**src/rtl/axi_w_aw_gate.sv**
```systemverilog
// axi_w_aw_gate: hold W beats until their AW length is queued, regenerate WLAST, flag WLAST mismatches
module axi_w_aw_gate #(
    parameter int DATA_WIDTH = 64,
    parameter int USER_WIDTH = 6,
    parameter int LEN_DEPTH = 4,
    localparam int STRB_WIDTH = DATA_WIDTH / 8
) (
    input  logic                        clk_i,
    input  logic                        rst_i,
    input  logic                        aw_valid_i,
    input  logic [7:0]                  aw_len_i,
    output logic                        aw_ready_o,
    input  logic                        slave_valid_i,
    input  logic [DATA_WIDTH-1:0]       slave_data_i,
    input  logic [STRB_WIDTH-1:0]       slave_strb_i,
    input  logic [USER_WIDTH-1:0]       slave_user_i,
    input  logic                        slave_last_i,
    output logic                        slave_ready_o,
    output logic                        master_valid_o,
    output logic [DATA_WIDTH-1:0]       master_data_o,
    output logic [STRB_WIDTH-1:0]       master_strb_o,
    output logic [USER_WIDTH-1:0]       master_user_o,
    output logic                        master_last_o,
    input  logic                        master_ready_i,
    output logic                        last_err_o,
    output logic [$clog2(LEN_DEPTH+1)-1:0] pending_o
);
    localparam int PW = $clog2(LEN_DEPTH);
    localparam int CW = $clog2(LEN_DEPTH + 1);

    typedef enum logic {IDLE, BURST} state_t;

    state_t        state;
    logic [7:0]    mem [LEN_DEPTH];
    logic [PW-1:0] wr_ptr, rd_ptr;
    logic [CW-1:0] count;
    logic [7:0]    beat_cnt;
    logic          full, active, push, beat, pop;

    assign full           = count == CW'(LEN_DEPTH);
    assign active         = state == BURST && !rst_i;
    assign aw_ready_o     = !full && !rst_i;
    assign push           = aw_valid_i && aw_ready_o;
    assign master_valid_o = slave_valid_i && active;
    assign slave_ready_o  = master_ready_i && active;
    assign master_data_o  = slave_data_i;
    assign master_strb_o  = slave_strb_i;
    assign master_user_o  = slave_user_i;
    assign master_last_o  = active && beat_cnt == mem[rd_ptr];
    assign beat           = master_valid_o && master_ready_i;
    assign pop            = beat && master_last_o;
    assign pending_o      = count;

    // length storage; contents are don't-care while the queue is empty
    always_ff @(posedge clk_i) begin
        if (push) mem[wr_ptr] <= aw_len_i;
    end

    // queue pointers, beat counter, error pulse and IDLE/BURST state
    always_ff @(posedge clk_i) begin
        if (rst_i) begin
            state      <= IDLE;
            wr_ptr     <= '0;
            rd_ptr     <= '0;
            count      <= '0;
            beat_cnt   <= '0;
            last_err_o <= 1'b0;
        end else begin
            wr_ptr     <= push ? wr_ptr + 1'b1 : wr_ptr;
            rd_ptr     <= pop ? rd_ptr + 1'b1 : rd_ptr;
            count      <= count + CW'(push) - CW'(pop);
            beat_cnt   <= pop ? 8'd0 : beat ? beat_cnt + 8'd1 : beat_cnt;
            last_err_o <= beat && (slave_last_i != master_last_o);
            state      <= state == IDLE ? (push ? BURST : IDLE)
                        : (pop && count == CW'(1) && !push) ? IDLE : BURST;
        end
    end
endmodule

```
**config.mk**
```make
export PLATFORM = sky130hd
export DESIGN_NAME = axi_w_aw_gate
export DESIGN_NICKNAME = d
export VERILOG_FILES = /design/src/rtl/axi_w_aw_gate.sv
export SDC_FILE = /design/constraint.sdc
export NUM_CORES = 1
export LEC_CHECK = 0
export ABC_CLOCK_PERIOD_IN_PS = 9500
export CAP_MARGIN = 20
export CORE_MARGIN = 2
export CORE_UTILIZATION = 41
export CTS_BUF_LIST = sky130_fd_sc_hd__clkbuf_4 sky130_fd_sc_hd__clkbuf_8
export DETAILED_ROUTE_END_ITERATION = 16
export PLACE_DENSITY = 0.89
export SYNTH_ARGS = -nofsm -noshare
export SYNTH_HDL_FRONTEND = slang
export SYNTH_SLANG_ARGS = --single-unit
```
**constraint.sdc**
```tcl
create_clock -name clk_i -period 9.5 [get_ports clk_i]
set_clock_uncertainty 0.15 [all_clocks]
set_input_delay 1.9 -clock clk_i [delete_from_list [all_inputs] [get_ports clk_i]]
set_output_delay 1.9 -clock clk_i [all_outputs]
set_load 0.05 [all_outputs]
```
**Word-level counts from Yosys, hierarchy flattened**

Memories as Yosys holds them, arrays and structs flattened. A register that Yosys moved wholly into a read port is not among the register bits.
Index checks and enable logic that the tools add are counted.

- Register bits: 17
- RAM bits: 32
- Output and inout port bits: 86
- Memories: 1

Memories:

| name | words | width | read ports | clocked after Yosys merged registers in | wr ports | RTL line | source |
|---|---|---|---|---|---|---|---|
| mem | 4 | 8 | 1 | 1 | 1 | 34 | `logic [7:0] mem [LEN_DEPTH];` |

- Add/subtract/negate cells: 5
- Eq/ne operators: 4
- Mux-type cells: 6
- Reduce and logical (&&, ||, !) cells: 15

Operators by type and width:

| kind | count |
|---|---|
| logical AND 1 bit | 11 |
| adder 8 x 1 -> 8 bit, second input constant | 1 |
| == test 8 bit | 1 |
| adder 2 x 1 -> 2 bit, second input constant | 2 |
| two-way mux 1 bit | 4 |
| two-way mux 2 bit | 2 |
| adder 3 x 1 -> 3 bit | 1 |
| == test 3 x 1 -> 1 bit, second input constant | 1 |
| == test 3 bit, second input constant | 1 |
| logical NOT 1 bit | 3 |
| subtractor 3 x 1 -> 3 bit | 1 |
| OR reduction 2 bit | 1 |
| != test 1 bit | 1 |

**Depth between registers and ports, before layout**

Gate-level depths: netlist of the first run.

- Word-level depth: 9
- Depth in mapped cells: 13

**Worst setup path before layout of the first run**

Ideal clock, no wire load.

- Path type: input to output
- Start point: in rst_i
- End point: out master_last_o
- Data arrival time: 3.550 ns
- Required time: 7.450 ns
- Path slack: 3.900 ns
- Stages: 7
- Buffers on the path: 3
- Path through: clkbuf_1 -> and2b_1 -> nand4_1 -> or4_4 -> buf_6 -> clkbuf_1 -> inv_1

- Word-level cells in the longest chain between the ends: 3

Ends and longest elaborated chain:

| what | RTL line | source |
|---|---|---|
| start: declaration | 9 | `input logic rst_i,` |
| logical NOT 1 bit | 41 | `assign active = state == BURST && !rst_i;` |
| logical AND 1 bit | 41 |  |
| logical AND 1 bit | 49 | `assign master_last_o = active && beat_cnt == mem[rd_ptr];` |
| end: declaration | 23 | `output logic master_last_o,` |

No other way between the ends.

**Worst setup path after layout of the first run**

Same ends and word-level chain as after synthesis.

==> flow_metrics.py, run 1 <==
metrics = {
    "yosys": {
        "syn_inst": 249,
        "synth.distinct_cells": 32,
        "synth_area_per_cell_sq_um": 11.3,
        "syn_area_sq_um": 2820,
        "seq_area_frac_synth_pct": 47.6,
        "synthFlopType": "edfxtp_1",
        "yosysMostFrequentCell": "buf_4",
        "syn-num-nets": 348,
        "yosysTopAreaCellShare_pct": 34.1,
        "async_flop_share_pct": 0,
        "yosysWarnings": 0,
        "synth_edf_count": 32,
        "yosys-top-cells-count": "78 x buf_4, 32 x edfxtp_1, 19 x dfxtp_1, 19 x nand2_1, 9 x xnor2_1",
        "synth_top_area_cell": "edfxtp_1",
        "synth-seq-cells": 51,
        "ys_top_cells_by_area": "edfxtp_1 34%, buf_4 21%, dfxtp_1 13%, mux4_1 7.5%, xnor2_1 2.8%",
    },
    "detailed_routing": {
        "via_per_inst": 5.37,
        "drc": 0,
        "wl_per_cell_um": 24.0,
        "vias": 1456,
        "final_antenna_net_count": 0,
        "drt_wl_total_um": 6510,
        "dr.pass1.iters": 4,
        "drt_iter0_drc": 68,
    },
    "critical_path": {
        "path_common_cell": "clkdlybuf4s50_1",
        "slowest_delay_ns": 0.79,
        "setup.worst_path.class": "input port to output port",
        "crit_arrival_ns": 4.69,
        "path_cells": "clkdlybuf4s50_1, and2b_1, nand4_1, or4_4, inv_1, clkdlybuf4s50_1",
        "crit_path_end_kind": "output port",
        "path_max_fanout": 20,
        "cp_slowest_cell": "clkdlybuf4s50_1",
        "crit_required_ns": 7.45,
        "cp.buffers_inverters": 3,
        "critPathLaunchType": "input port",
        "crit_family": "buffers and inverters",
    },
    "finish": {
        "area_delta_synth_final_pct": -8.12,
        "num-nets-final": 289,
        "nFillCells": 597,
        "antenna_cells": 0,
        "fin_util_pct": 38.6,
        "multiInputGateArea_sq_um": 826,
        "seqCellArea_sq_um": 1340,
        "drive_gt1_share_pct": 6.28,
        "finalInstanceArea_sq_um": 2590,
    },
    "sta": {
        "period_share_pct": 70.9,
        "fin_ws_ns": 2.76,
        "rsz0062_at_grt": "false",
        "setup_viol_count_final": 0,
        "drv_slew": 0,
        "hold_viol_final": 0,
        "fmax_ghz": 0.148,
        "period_minus_slack_ns": 6.74,
        "max_slew_margin_pct": 55.4,
        "tightest_slew_ns": 0.666,
        "finalSetupTns_ns": 0,
    },
    "pwr": {
        "internal-power_mw": 0.313,
        "p_leak_nw": 0.858,
        "power.switching_mw": 0.103,
        "p_per_area_nw_per_um2": 160,
        "ir_drop_mv": 0.127,
        "comb_power_share_pct": 8.8,
        "clockPowerShare_pct": 32.2,
        "swShare_pct": 24.7,
        "pwr-share-seq_pct": 59.0,
    },
    "die": {
        "ioPinCount": 178,
        "rows": 30,
        "coreArea_sq_um": 6720,
        "initial_utilization_pct": 42.0,
        "die_x_um": 86.9,
        "die_area_sq_um": 7560,
        "dieHeight_um": 86.9,
    },
    "cts": {
        "cts_htree_levels": 2,
        "cts_buffer_depth": 2,
        "clkTransAtPathRegs_ns": 0.10,
        "cts_num_sinks": 51,
        "cts_made_buffers": 5,
        "cts_resized": 0,
        "hold_buffers": 0,
        "tritoncts": "yes",
        "cts_setup_buffers": 0,
        "clockRootBuffer": "clkbuf_8",
        "clock_latency_ns": 0.32,
    },
    "global_route": {
        "grt_pass1_wl_um": 8850,
        "grt-ovfl-total": 0,
        "grt_pass1_vias": 1359,
        "antenna_found_initial": 0,
        "grt.total_usage_pct": 16.5,
        "grt_max_degree": 23,
    },
    "place": {
        "gp_congestion": 0.696,
        "portBuffers": 21,
        "pre_cts_ws_ns": 2.77,
        "dp_hpwl_um": 5330,
        "place_area_sq_um": 2500,
    },
    "outcome": {
        "status": "finished clean",
    },
    "min_path": {
        "hold_class": "register to register",
    },
    "flow_run": {
        "maxCapViolCount": 0,
    },
}
## cell usage in the layout (no fill, tap or decap), types with 4 or more instances in the layout
master	netlist	layout
a31oi_1	4	4
edfxtp_1	32	32
xnor2_1	9	9
inv_1	5	5
nand2_1	19	19
and3_1	4	4
xor2_1	4	4
ha_1	6	6
mux4_1	8	8
clkdlybuf4s50_1	0	21
a21oi_1	8	8
nor2_1	8	8
dfxtp_1	19	19
nor3_1	4	4
nand3_1	7	7
clkbuf_8	0	5
## power groups by stage
stage                     logic [mW]  registers [mW]  clock network (mW)
after global placement        0.0356           0.250                   0
final                         0.0366           0.245               0.134
after CTS                     0.0371           0.245               0.136
after detailed placement      0.0368           0.250                   0
after floorplan                0.107           0.254                   0
after global routing          0.0401           0.246               0.144
## area by class of cell
cell class                      instances  area share (%)
Sequential cell                        51            51.8
Multi-Input combinational cell        106            31.9
Timing Repair Buffer                   21            8.11
Tap cell                               80            3.86
Clock buffer                            5            2.66
Clock inverter                          3            1.01
Inverter                                5           0.724
## metrics by stage
stage / hold slack (ns) / instances / power (mW)
after CTS: 0.361 / 271 / 0.419
after global routing: 0.393 / 271 / 0.430
after global placement: 0.322 / 263 / 0.286
after detailed placement: 0.341 / 263 / 0.287
after floorplan: 0.303 / 249 / 0.361
final: 0.359 / 271 / 0.415
## path summary, 6_finish.rpt
check	start	endpoint	slack [ns]	cells past startpoint
hold reg to reg	rd_ptr[1]$_SDFFE_PP0P_	register	0.36	2
setup reg to reg	register	pending_o[2]$_SDFF_PP0_	5.73	11
hold / removal	rd_ptr[1]$_SDFFE_PP0P_	register	0.36	2
setup / recovery	rst_i	master_last_o	2.76	6
## sequential cells by signal (all words and copies together), names as in the netlist, named ones only
name	flops
rd_ptr	2
wr_ptr	2
beat_cnt	8
state	1
mem	32
pending_o	3
last_err_o	1
## cells by family (layout without fill, tap and decap cells)
group | count (synthesis) | count (layout) | synth area share (%)
flip-flops | 51 | 51 | 47.6
buffers and inverters | 92 | 34 | 23.2
XOR/XNOR | 13 | 13 | 4.04
AND/OR/NAND/NOR | 59 | 59 | 10.5
AO/OA/AOI/OAI | 19 | 19 | 3.90
multiplexers | 8 | 8 | 7.45
adder cells (fa/ha/maj) | 7 | 7 | 3.37
## per-layer routing
layer  vias up  part of all wire, %  GRT usage, %
met5         -                    0          2.80
met4         0                  2.7          7.81
met3        10                   24          16.2
met2       128                   49          26.5
met1       653                   24          12.7
li1        665                    -             -
## worst min-delay path, cell delays in order (launching register included)
cell and delay (ns):
dfxtp_1 0.33, o31ai_1 0.06, a21oi_1 0.08
Note: power is estimated with default switching activity, not from simulation.
==> inputs of run 2 (changes only) <==
==> config.mk (replaced) <==
export PLATFORM = sky130hd
export DESIGN_NAME = axi_w_aw_gate
export DESIGN_NICKNAME = d
export VERILOG_FILES = /design/src/rtl/axi_w_aw_gate.sv
export SDC_FILE = /design/constraint.sdc
export NUM_CORES = 1
export LEC_CHECK = 0
export ABC_CLOCK_PERIOD_IN_PS = 6100
export CAP_MARGIN = 20
export CORE_MARGIN = 2
export CORE_UTILIZATION = 34
export CTS_BUF_LIST = sky130_fd_sc_hd__clkbuf_4 sky130_fd_sc_hd__clkbuf_8
export DETAILED_ROUTE_END_ITERATION = 16
export PLACE_DENSITY = 0.78
export SYNTH_ARGS = -nofsm -noshare
export SYNTH_HDL_FRONTEND = slang
export SYNTH_SLANG_ARGS = --single-unit
==> constraint.sdc (replaced) <==
create_clock -name clk_i -period 6.1 [get_ports clk_i]
set_clock_uncertainty 0.15 [all_clocks]
set_input_delay 1.22 -clock clk_i [delete_from_list [all_inputs] [get_ports clk_i]]
set_output_delay 1.22 -clock clk_i [all_outputs]
set_load 0.05 [all_outputs]
==> run 2 against run 1 <==
Critical path depth increased by 1. Global-route usage decreased by 1.3 points. Flip-flop and latch count unchanged. Non-clock buffer count increased by 1. Count of clock-buffer cells in the layout unchanged.
==> flow_metrics.py, run 2 (synthesis results as in run 1) <==
metrics = {
    "cts": {
        "hold_buffers": 0,
        "clkTransAtPathRegs_ns": 0.10,
        "cts_made_buffers": 5,
        "cts_num_sinks": 51,
        "cts_buffer_depth": 2,
        "clockRootBuffer": "clkbuf_8",
        "cts_setup_buffers": 0,
        "tritoncts": "yes",
        "cts_htree_levels": 2,
        "cts_resized": 0,
        "clock_latency_ns": 0.32,
    },
    "sta": {
        "setup_viol_count_final": 0,
        "period_minus_slack_ns": 5.09,
        "drv_slew": 0,
        "whs_ns": 0.346,
        "period_share_pct": 83.5,
        "tightest_slew_ns": 0.643,
        "fmax_ghz": 0.196,
        "rsz0062_at_grt": "false",
        "finalSetupTns_ns": 0,
        "max_slew_margin_pct": 57.0,
        "hold_viol_final": 0,
    },
    "finish": {
        "drive_gt1_share_pct": 6.77,
        "antenna_cells": 0,
        "finalInstanceArea_sq_um": 2630,
        "area_delta_synth_final_pct": -6.66,
        "num-nets-final": 290,
        "final_cell_mix": "32 x edfxtp_1, 21 x clkdlybuf4s50_1, 19 x nand2_1, 19 x dfxtp_1, 9 x xnor2_1",
        "final_common_cell": "edfxtp_1",
        "finalNonFillerCells": 297,
        "max_flop_register": "mem",
        "largest_reg_flops": 32,
    },
    "critical_path": {
        "path_max_fanout": 20,
        "path_common_cell": "clkdlybuf4s50_1",
        "critPathLaunchType": "input port",
        "crit_arrival_ns": 3.72,
        "slowest_delay_ns": 0.80,
        "cp_slowest_cell": "clkdlybuf4s50_1",
        "crit_path_start": "rst_i",
        "path_cells": "clkdlybuf4s50_1, buf_4, and2b_1, nand4_1, or4_4, inv_1, clkdlybuf4s50_1",
        "setup.worst_path.class": "input port to output port",
        "crit_required_ns": 4.73,
        "crit_path_end_kind": "output port",
    },
    "place": {
        "place_inst": 289,
        "portBuffers": 21,
        "dp_hpwl_um": 5930,
        "place_area_sq_um": 2530,
        "gp_congestion": 0.822,
    },
    "global_route": {
        "grt_util_met2_pct": 25.9,
        "grt_pass1_vias": 1444,
        "grt_busiest_layer": "met2",
        "grt_pass1_wl_um": 9540,
        "grt.total_usage_pct": 15.2,
        "grt-ovfl-total": 0,
        "grt_max_degree": 23,
        "antenna_found_initial": 0,
        "grtUsageMet1_pct": 11.5,
        "use_met3_pct": 14.6,
    },
    "pwr": {
        "ir_drop_mv": 0.114,
        "p_per_area_nw_per_um2": 247,
        "p_leak_nw": 0.864,
        "total_power_mw": 0.651,
    },
    "die": {
        "ioPinCount": 178,
        "die_x_um": 95.1,
        "coreArea_sq_um": 8130,
        "initial_utilization_pct": 34.7,
        "rows": 33,
        "die_area_sq_um": 9040,
        "dieHeight_um": 95.1,
    },
    "detailed_routing": {
        "final_antenna_net_count": 0,
        "dr.pass1.iters": 4,
        "drc": 0,
        "via_per_inst": 4.87,
        "drt_iter0_drc": 46,
        "drt_wl_total_um": 7130,
        "wl_per_cell_um": 24.0,
        "vias": 1445,
    },
    "flow_run": {
        "maxCapViolCount": 0,
    },
    "min_path": {
        "hold_start": "rd_ptr[1]$_SDFFE_PP0P_",
        "hold_class": "register to register",
    },
    "outcome": {
        "status": "finished clean",
    },
}
[run 2: routing by layer]
metal / vias to the layer above / wire length, um
li1: 664 / -
met1: 663 / 1780
met2: 108 / 3560
met3: 10 / 1640
met4: 0 / 164
met5: - / 0
[run 2: per-stage QoR]
step / utilization (%) / worst slack, ns
after detailed placement: 31.2 / 1.01
after global routing: 32.4 / 0.915
after CTS: 32.4 / 1.01
after global placement: 31.2 / 1.03
after floorplan: - / 1.86
final: 32.4 / 1.01
[run 2: final timing paths]
| kind | end | slack [ns] | cells past startpoint |
|---|---|---|---|
| max | master_last_o | 1.01 | 7 |
| min | register | 0.35 | 2 |
| min reg2reg | register | 0.35 | 2 |
| max reg2reg | pending_o[2]$_SDFF_PP0_ | 2.35 | 11 |
[run 2: worst max-delay path, delay by kind of cell]
family / cells / cell delay, ns
and+or+nand+nor: 3 / 0.99
buffers and inverters: 4 / 1.50
[run 2: power by group]
group / leakage (nW) / switching (mW) / total (mW) / internal, mW
combinational: 0.368 / 0.0332 / 0.0585 / 0.0253
sequential: 0.445 / 0.00537 / 0.382 / 0.377
clock: 0.0511 / 0.123 / 0.210 / 0.0867
total: 0.864 / 0.162 / 0.651 / 0.489
[run 2: final cells by class]
| type | count | area (sq um) |
|---|---|---|
| clock buffers | 5 | 68.8 |
| clock inverters | 3 | 28.8 |
| fillers | 787 | 5500 |
| inverters | 5 | 18.8 |
| multi-input cells | 106 | 826 |
| flip-flops and latches | 51 | 1340 |
| well taps | 105 | 131 |
| repair buffers | 22 | 218 |
